<file path="src/rtl/pipeline_ctrl.sv">
// Hazard and sequencing controller for a five-stage LEGv8 pipeline: stage enables,
// bubble/flush strobes, ALU forwarding selects, memory-wait freeze and perf counters.
module pipeline_ctrl #(
    parameter int unsigned CNT_W       = 32,
    parameter int unsigned MEM_TIMEOUT = 16
) (
    input  logic             clock,
    input  logic             reset_n,
    input  logic [4:0]       if_id_rn,
    input  logic [4:0]       if_id_rm,
    input  logic             if_id_uses_rm,
    input  logic [4:0]       id_ex_rn,
    input  logic [4:0]       id_ex_rm,
    input  logic [4:0]       id_ex_rd,
    input  logic             id_ex_memread,
    input  logic [4:0]       ex_mem_rd,
    input  logic [4:0]       mem_wb_rd,
    input  logic             ex_mem_regwrite,
    input  logic             mem_wb_regwrite,
    input  logic             ex_mem_memaccess,
    input  logic             en_jump,
    input  logic             mem_ready,
    output logic             pc_en,
    output logic             if_id_en,
    output logic             id_ex_en,
    output logic             ex_mem_en,
    output logic             mem_wb_en,
    output logic             if_id_flush,
    output logic             id_ex_flush,
    output logic             ex_mem_flush,
    output logic [1:0]       fwd_a,
    output logic [1:0]       fwd_b,
    output logic             mem_error,
    output logic [CNT_W-1:0] stall_cycles,
    output logic [CNT_W-1:0] flush_events
);

    localparam int unsigned       WAIT_W    = $clog2(MEM_TIMEOUT);
    localparam logic [WAIT_W-1:0] WAIT_LAST = WAIT_W'(MEM_TIMEOUT - 1);
    localparam logic [4:0]        XZR       = 5'd31;

    typedef enum logic [0:0] {
        StRun,
        StMemWait
    } state_e;

    state_e             r_state;
    state_e             w_state_nxt;
    logic [WAIT_W-1:0]  r_wait_cnt;
    logic [WAIT_W-1:0]  w_wait_cnt_nxt;
    logic               r_release;
    logic               r_mem_error;
    logic [CNT_W-1:0]   r_stall_cycles;
    logic [CNT_W-1:0]   r_flush_events;

    logic               w_freeze;
    logic               w_timeout;
    logic               w_branch;
    logic               w_load_use;
    logic               w_lu_stall;

    // Forwarding select for one EX operand; EX/MEM result is younger so it wins.
    function automatic logic [1:0] fwd_sel(
        input logic [4:0] src,
        input logic       em_rw,
        input logic [4:0] em_rd,
        input logic       wb_rw,
        input logic [4:0] wb_rd
    );
        logic [1:0] sel;
        sel = 2'b00;
        if (em_rw && (em_rd != XZR) && (em_rd == src)) begin
            sel = 2'b10;
        end else if (wb_rw && (wb_rd != XZR) && (wb_rd == src)) begin
            sel = 2'b01;
        end
        return sel;
    endfunction

    // r_release makes the cycle after a timeout advance as though memory had answered.
    always_comb begin
        w_freeze  = 1'b0;
        w_timeout = 1'b0;
        if (r_state == StMemWait) begin
            w_freeze  = !mem_ready;
            w_timeout = !mem_ready && (r_wait_cnt == WAIT_LAST);
        end else begin
            w_freeze  = ex_mem_memaccess && !mem_ready && !r_release;
        end
    end

    assign w_branch   = en_jump && !w_freeze;
    assign w_load_use = id_ex_memread && (id_ex_rd != XZR) &&
                        ((id_ex_rd == if_id_rn) || (if_id_uses_rm && (id_ex_rd == if_id_rm)));
    assign w_lu_stall = w_load_use && !w_branch && !w_freeze;

    always_comb begin
        w_state_nxt = r_state;
        unique case (r_state)
            StRun: begin
                if (w_freeze) begin
                    w_state_nxt = StMemWait;
                end
            end
            StMemWait: begin
                if (mem_ready || w_timeout) begin
                    w_state_nxt = StRun;
                end
            end
            default: w_state_nxt = StRun;
        endcase
    end

    assign w_wait_cnt_nxt = (w_freeze && !w_timeout) ? (r_wait_cnt + WAIT_W'(1)) : '0;

    always_ff @(posedge clock or negedge reset_n) begin
        if (!reset_n) begin
            r_state     <= StRun;
            r_wait_cnt  <= '0;
            r_release   <= 1'b0;
            r_mem_error <= 1'b0;
        end else begin
            r_state     <= w_state_nxt;
            r_wait_cnt  <= w_wait_cnt_nxt;
            r_release   <= w_timeout;
            r_mem_error <= r_mem_error || w_timeout;
        end
    end

    always_ff @(posedge clock or negedge reset_n) begin
        if (!reset_n) begin
            r_stall_cycles <= '0;
            r_flush_events <= '0;
        end else begin
            if ((w_freeze || w_lu_stall) && (r_stall_cycles != '1)) begin
                r_stall_cycles <= r_stall_cycles + CNT_W'(1);
            end
            if (w_branch && (r_flush_events != '1)) begin
                r_flush_events <= r_flush_events + CNT_W'(1);
            end
        end
    end

    // Priority: reset, freeze, branch, load-use.
    always_comb begin
        pc_en        = 1'b1;
        if_id_en     = 1'b1;
        id_ex_en     = 1'b1;
        ex_mem_en    = 1'b1;
        mem_wb_en    = 1'b1;
        if_id_flush  = 1'b0;
        id_ex_flush  = 1'b0;
        ex_mem_flush = 1'b0;
        if (!reset_n) begin
            pc_en        = 1'b0;
            if_id_en     = 1'b0;
            id_ex_en     = 1'b0;
            ex_mem_en    = 1'b0;
            mem_wb_en    = 1'b0;
            if_id_flush  = 1'b1;
            id_ex_flush  = 1'b1;
            ex_mem_flush = 1'b1;
        end else if (w_freeze) begin
            pc_en     = 1'b0;
            if_id_en  = 1'b0;
            id_ex_en  = 1'b0;
            ex_mem_en = 1'b0;
            mem_wb_en = 1'b0;
        end else if (w_branch) begin
            if_id_flush  = 1'b1;
            id_ex_flush  = 1'b1;
            ex_mem_flush = 1'b1;
        end else if (w_lu_stall) begin
            pc_en       = 1'b0;
            if_id_en    = 1'b0;
            id_ex_flush = 1'b1;
        end
    end

    always_comb begin
        fwd_a = 2'b00;
        fwd_b = 2'b00;
        if (reset_n) begin
            fwd_a = fwd_sel(id_ex_rn, ex_mem_regwrite, ex_mem_rd, mem_wb_regwrite, mem_wb_rd);
            fwd_b = fwd_sel(id_ex_rm, ex_mem_regwrite, ex_mem_rd, mem_wb_regwrite, mem_wb_rd);
        end
    end

    assign mem_error    = r_mem_error;
    assign stall_cycles = r_stall_cycles;
    assign flush_events = r_flush_events;

endmodule
</file>
<file path="config.mk">
export PLATFORM = sky130hd
export DESIGN_NAME = pipeline_ctrl
export DESIGN_NICKNAME = d
export VERILOG_FILES = /design/src/rtl/pipeline_ctrl.sv
export SDC_FILE = /design/constraint.sdc
export NUM_CORES = 1
export LEC_CHECK = 0
export CAP_MARGIN = 0
export CORE_ASPECT_RATIO = 0.9
export CORE_MARGIN = 3
export CORE_UTILIZATION = 40
export CTS_CLUSTER_SIZE = 10
export DETAILED_ROUTE_END_ITERATION = 6
export GPL_TIMING_DRIVEN = 0
export PLACE_DENSITY_LB_ADDON = 0.12
export SLEW_MARGIN = 20
export SYNTH_ARGS = -nofsm -noshare
export SYNTH_HDL_FRONTEND = slang
export SYNTH_SLANG_ARGS = --single-unit
</file>
<file path="constraint.sdc">
create_clock -name clock -period 1.7 [get_ports clock]
set_input_delay 0.34 -clock clock [delete_from_list [all_inputs] [get_ports clock]]
set_output_delay 0.34 -clock clock [all_outputs]
set_load 0.1 [all_outputs]
</file>
==> summary.md <==
| Metric | Value |
|---|---|
| CP max FO | 3 |
| Layout cells sized above 1 | 70.9% |
| Detail Route Antenna Nets | 0 |
| Initial antenna violation count | 0 |
| Dominant synthesized flop cell | dfrtp_1 |
| Die area | 11200 um^2 |
| Gate power share | 47.0% |
| Total length of routed wires | 13.5 mm |
| Initial Utilization | 42.3% |
| Commonest non-fill, non-tap cells in the layout | 79 x buf_4, 52 x xor2_1, 49 x dfrtp_4, 49 x buf_2, 30 x buf_6 |
| WS Path Type | in2out |
| Clock latency at the later pin of the worst-skew pair | 0.36 ns |
| Core area | 9370 um^2 |
| Failing checks | setup timing |
| Detailed placer's ending HPWL | 7.81 mm |
| Crit. End Element | output pin |
| First-pass GRT wire length | 21.1 mm |
| Sw frac | 47.1% |
| Final setup margin | -0.305 ns |
| Commonest non-fill, non-tap cell in the layout | buf_4 |
| Seq cells post-synth | 71 |
| Mapped Area | 3970 um^2 |
| Max VDD drop | 0.925 mV |
| CTS H-Tree Depth | 3 |
| Pwr dens | 897 nW/um^2 |
| Pre-CTS setup slack | -1.68 ns |
| Switch Pwr | 3.23 mW |
| DRC viols | 0 |
| Syn Nets | 437 |
| Unrepaired setup endpoints after global routing | yes |
| CP Buf/Inv Count | 3 |
| Clock Path Buffers | 2 |
| Pin count of the biggest net entering global routing | 37 |
| Number of global-route vias before repair | 4067 |
| Max-slew violations | 0 |
| Via Count | 3943 |
| Nets | 668 |
| Fraction of registers with async set/reset | 100% |
| Cells after Synth | 390 |
| Area of the multi-input gates | 3210 um^2 |
| Area after DPL | 6110 um^2 |
| Fin area | 7660 um^2 |
| Pleak | 3.45 nW |
| Drt initial violations | 140 |
| IO buf count | 120 |
| FF-to-FF setup slack | -0.27 ns |
| Critical Path, Cell by Cell | clkdlybuf4s50_1 -> a21oi_4 -> nand2_2 -> and2_4 -> buf_12 -> buf_12 |
| DRT Pass-1 Iters | 5 |
| Antenna Cells | 0 |
| Ys Warns | 0 |
| Register area | 1980 um^2 |
| Int Pwr | 3.64 mW |
| Critical Path RT | 1.36 ns |
| Clock share of power | 20.2% |
| Final min period | 2.00 ns |
| Worst Path Arrival | 1.66 ns |
| Seq/Total Area, Yosys | 44.8% |
| Hold Path Class | in2async |
| All-Layer GR Usage | 23.3% |
| GP Congestion | 0.810 |
| Clock sink count | 71 |
| Synth unique cells | 46 |
| TritonCTS clock tree | done |
| Reg power frac | 32.8% |
| # rows | 33 |
| Via density | 5.27 |
| Family with the most delay on the worst path | buffers and inverters |
| Final Skew | 0.0120 ns |
| # IOs | 121 |
| Fillers | 535 |
| Chip width | 111 um |
| Clk slew on worst S/H paths | 0.09 ns |
| Die height | 100 um |
| Area grow syn2layout | 93.1% |
| Worst Tran Pin Value | 0.986 ns |
| Peak Freq | 499 MHz |
| Slowest stage delay, CP | 0.57 ns |
| Slew Limit Headroom | 34.1% |
| Final hold violation count | 0 |
| Max-Cap Viols | 0 |
| WL per Instance | 18.1 um |
| Status | finished with violations |
| Clock Root Buffer | clkbuf_8 |
| Setup violations, final | 68 |
| Total congestion overflow | 0 |
| Mean post-synth cell area | 10.2 um^2 |
| Slowest-stage cell, CP | clkdlybuf4s50_1 |
| Num CTS Buffers | 9 |
| Most frequent CP cell | buf_12 |
| Startpoint Class | input pin |
| EDFF count, synth | 0 |
| Period utilisation layout | 118% |
metrics by stage:
| step | power, mW | hold WS, ns | TNS (ns) | instances | util, % |
|---|---|---|---|---|---|
| after floorplan | 4.32 | 0.0444 | -18.15 | 390 | - |
| after global placement | 5.04 | 0.446 | -306.10 | 632 | 65.0 |
| after detailed placement | 5.08 | 0.342 | -67.41 | 633 | 65.2 |
| after CTS | 6.63 | 0.0509 | -5.86 | 716 | 76.3 |
| after global routing | 7.14 | 0.0591 | -14.69 | 748 | 81.8 |
| final | 6.87 | 0.0612 | -9.59 | 748 | 81.8 |
logic make-up (layout without fill, tap and decap cells):
kind of cell / Yosys count / after routing / synth area share (%)
AOI/OAI and AO/OA: 15 / 15 / 3.06
xor gates and xnor gates: 92 / 92 / 20.3
adders and majority gates: 3 / 3 / 0.946
buffers and inverters: 13 / 249 / 1.89
DFF: 71 / 71 / 44.8
muxes: 2 / 2 / 0.567
and+or+nand+nor: 194 / 194 / 28.5
flip-flops by register name, indices dropped and copies added, names as in the netlist:
register      cells
stall_cycles     32
mem_error         1
r_state           1
r_wait_cnt        4
flush_events     32
r_release         1
synth_stat cells (2+ instances only):
cell type  count  area, um^2
mux2_2         2        22.5
a21oi_1        2        10.0
or4_1          2        15.0
clkbuf_1       3        11.3
and2_1        12        75.1
and4_1         7        61.3
nor2_1        23        86.3
o211ai_1       2        15.0
inv_1          2        7.51
nor4_1        10        62.6
nand4_4        2        42.5
or2_2          2        12.5
ha_1           3        37.5
nor4_2         2        25.0
nor3_2         6        60.1
and3_1         8        50.1
nand2_1       36         135
nor3_1        22         110
xor2_1        59         517
nor4b_1        4        35.0
xnor2_1       33         289
dfrtp_1       71        1780
buf_4          4        30.0
nand4_1       24         150
o21ai_0        2        10.0
buf_2          3        15.0
nand3_1       25         125
final timing paths:
check,from,endpoint,cells after the start
setup / recovery,en_jump,pc_en,6
hold / removal,reset_n,r_state,3
setup reg to reg,flush_events[14],flush_events[10],7
hold reg to reg,flush_events[29],flush_events[29],1
max in group asynchronous,reset_n,stall_cycles[29],2
min in group clock,mem_ready,r_release,2
routing by layer:
metal | track usage [%] | vias up | part of all wire (%)
li1 | - | 1845 | -
met1 | 30.9 | 1959 | 43
met2 | 38.8 | 119 | 50
met3 | 5.34 | 20 | 5.2
met4 | 6.63 | 0 | 1.8
met5 | 0 | - | 0
power by group through the flow:
stage	combinational [mW]	sequential, mW	clock (mW)
global route	3.36	2.29	1.49
global placement	2.71	2.32	0
floorplan	0.643	3.67	0
CTS	2.99	2.24	1.41
finish	3.23	2.26	1.39
detailed placement	2.75	2.34	0
final cells by class:
type                            count  area share (%)
Buffer                              6            1.37
Clock buffer                       10            1.67
Clock inverter                      6           0.914
Inverter                            2          0.0980
Multi-Input combinational cell    306            41.8
Sequential cell                    71            25.8
Tap cell                          122            1.99
Timing Repair Buffer              225            26.3
worst register-to-register path, stage by stage, from the launching register on:
cell,delay (ns)
dfrtp_4,0.49
and3_4,0.19
and4_4,0.22
nand4_4,0.12
or3b_4,0.40
buf_12,0.16
nor3_4,0.14
xor2_1,0.18
what timing repair did:
action / 4_1_cts / 5_1_grt
cloned: 2 / 1
endpoints found under the hold margin: 35 / 0
pin swaps: 72 / 61
resized for setup: 571 / 124
hold buffers: 3 / 0
setup buffers: 67 / 34
setup endpoints to repair: 141 / 106
Note: power is estimated with default switching activity, not from simulation.
==> variant (config.mk and constraints unchanged) <==
Change the parameter `CNT_W` from 32 to 64.
--- a/src/rtl/pipeline_ctrl.sv
+++ b/src/rtl/pipeline_ctrl.sv
@@ -1,7 +1,7 @@
 // Hazard and sequencing controller for a five-stage LEGv8 pipeline: stage enables,
 // bubble/flush strobes, ALU forwarding selects, memory-wait freeze and perf counters.
 module pipeline_ctrl #(
-    parameter int unsigned CNT_W       = 32,
+    parameter int unsigned CNT_W       = 64,
     parameter int unsigned MEM_TIMEOUT = 16
 ) (
     input  logic             clock,
Ports: changed (resized flush_events and stall_cycles); port bits go from 121 to 185. No check against the original RTL was run, so the function may have changed too.
==> variant against the original RTL <==
The flow still finishes with violations (negative setup slack). Non-clock buffer count increased by 156. Synthesized area increased by 86%. Worst setup slack got worse by 0.27 ns. Wire length increased by 120%. Total power increased by 56%. Cell area increased by 84%. Sequential cell count increased by 64. Critical path depth increased by 2. Critical endpoint is now flush_events[1]$_DFFE_PN0P_.
==> variant: results (changes against the original RTL) <==
[run_status]
status=complete, but fails checks  ; unchanged
violations=negative setup slack  ; unchanged

[grt]
grt_max_degree=38  ; was 37
gr-usage-all-layers_pct=28.2  ; was 23.3%
antenna_found_initial=0  ; unchanged
grt_pass1_vias=7822  ; was 4,067
grt_pass1_wl_mm=44.4  ; was 21.1 mm

[detailed_routing]
wl_mm=30.1  ; was 13.5 mm
drt_iter0_markers=510  ; was 140
via_count=7710  ; was 3,943
firstDrtPassIters=6  ; was 5

[hold_path]
hold_path.class=in2async  ; unchanged

[setup_path]
slowest_delay_ns=0.41  ; was 0.57 ns
reg2reg_from=flush_events[26]$_DFFE_PN0P_  ; was flush_events[14]$_DFFE_PN0P_
critical_path_class=reg2reg  ; was in2out
cpLargestDelayFamily=simple AND/OR/NAND/NOR gates  ; was buffers and inverters
rr_worst_depth=8  ; was 7
worstPathMaxFanout=5  ; was 3
cp_slowest_cell=dfrtp_4  ; was clkdlybuf4s50_1
r2r-end=flush_events[1]$_DFFE_PN0P_  ; was flush_events[10]$_DFFE_PN0P_

[placed_design]
io_buffers=184  ; was 120
gp_congestion=0.828  ; was 0.810
hpwlAfterDp_mm=17.1  ; was 7.81 mm

[cells_and_area]
layout-drive-gt1-share_pct=66.6  ; was 70.9%
nNetsFinal=1170  ; was 668

[yosys]
async_flop_share_pct=100  ; unchanged
synth_commonest_cells=dfrtp_1 (135), xor2_1 (93), nand3_1 (65), xnor2_1 (64), nand2_1 (63)  ; was dfrtp_1 (71), xor2_1 (59), nand2_1 (36), xnor2_1 (33), nand3_1 (25)
synth_area_leaders=dfrtp_1 (46%), xor2_1 (11%), xnor2_1 (7.6%)  ; was dfrtp_1 (45%), xor2_1 (13%), xnor2_1 (7.3%)
yosysSeqAreaShare_pct=45.8  ; was 44.8%
ys_warn_count=0  ; unchanged
synth_cell_type_count=52  ; was 46
syn_nets=791  ; was 437

[clocking]
clk_latency_ns=0.42  ; was 0.36 ns
clk_pin_slew_worst_paths_ns=0.06  ; was 0.09 ns
cts_inserted_buffers=17  ; was 9
htreeDepth=4  ; was 3
cts_buffer_depth=2  ; unchanged
root_buffer=clkbuf_16  ; was clkbuf_8

[power_and_ir_drop]
peakVddDrop_v=0.00188  ; was 0.000925 V
p_leak_uw=0.00630  ; was 0.00345 uW
intPower_uw=6500  ; was 3640 uW

[sta]
setup_viol=140  ; was 68
relSlewSlack_pct=47.4  ; was 34.1%
setup_slack_ns=-0.574  ; was -0.305 ns
whs_ns=0.00681  ; was 0.0612 ns
finClkSkew_ns=0.0161  ; was 0.0120 ns

variant: kinds of logic after synthesis:
family / count (synthesis) / share of synthesized area (%)
and+or+nand+nor: 388 / 30.2
xor gates and xnor gates: 157 / 18.6
AOI/OAI and AO/OA: 16 / 1.76
buffers and inverters: 42 / 2.68
adders and majority gates: 3 / 0.509
DFF: 135 / 45.8
muxes: 3 / 0.458
variant: layer usage:
metal  up-vias  track usage, %  wire length, um
met4         0            6.41              528
met1      3895            37.9            12300
li1       3444               -                -
met5         -               0                0
met2       329            46.3            14900
met3        42            7.11             2280
variant: metrics by stage:
step           worst slack (ns)  cell area [sq um]  TNS (ns)  cells
2_1_floorplan            -0.955               8970    -65.79    744
3_3_place_gp              -6.79              11100  -1082.09   1168
3_5_place_dp              -2.06              11100   -172.80   1169
4_1_cts                  -0.491              13100    -51.15   1331
5_1_grt                  -0.585              14100    -62.55   1376
6_report                 -0.574              14100    -52.07   1376
variant: worst min-delay path by stage:
stage,start,end,cells after the start
2_1_floorplan,reset_n,flush_events[12]$_DFFE_PN0P_,0
3_3_place_gp,r_wait_cnt[0]$_DFF_PN0_,r_wait_cnt[0]$_DFF_PN0_,1
3_5_place_dp,reset_n,flush_events[55]$_DFFE_PN0P_,1
4_1_cts,reset_n,stall_cycles[57]$_DFFE_PN0P_,3
5_1_grt,reset_n,flush_events[27]$_DFFE_PN0P_,3
6_report,reset_n,stall_cycles[57]$_DFFE_PN0P_,3
variant: worst min-delay path, cell delays in order:
cell	delay [ns]
buf_16	0.08
buf_16	0.09
buf_4	0.30
variant: what timing repair did:
item,CTS,global route
cloned,10,3
setup endpoints to repair,269,164
resized for setup,1022,151
hold buffers,4,0
endpoints found under the hold margin,70,0
pin swaps,119,98
setup buffers,121,48
variant: layout make-up:
class / instances / area (sq um)
Multi-Input combinational cell: 567 / 5800
Sequential cell: 135 / 3810
Fill cell: 1061 / 3770
Timing Repair Buffer: 366 / 3300
Clock buffer: 22 / 454
Buffer: 21 / 302
Tap cell: 240 / 300
Clock inverter: 10 / 60.1
Inverter: 15 / 58.8
variant: power groups by stage:
stage / sequential [uW] / clock, uW / combinational (uW)
6_report: 3880 / 3310 / 3570
5_1_grt: 3920 / 3510 / 3690
4_1_cts: 3870 / 3330 / 3350
3_5_place_dp: 3980 / 0 / 3050
3_3_place_gp: 3960 / 0 / 3010
2_1_floorplan: 5400 / 0 / 782
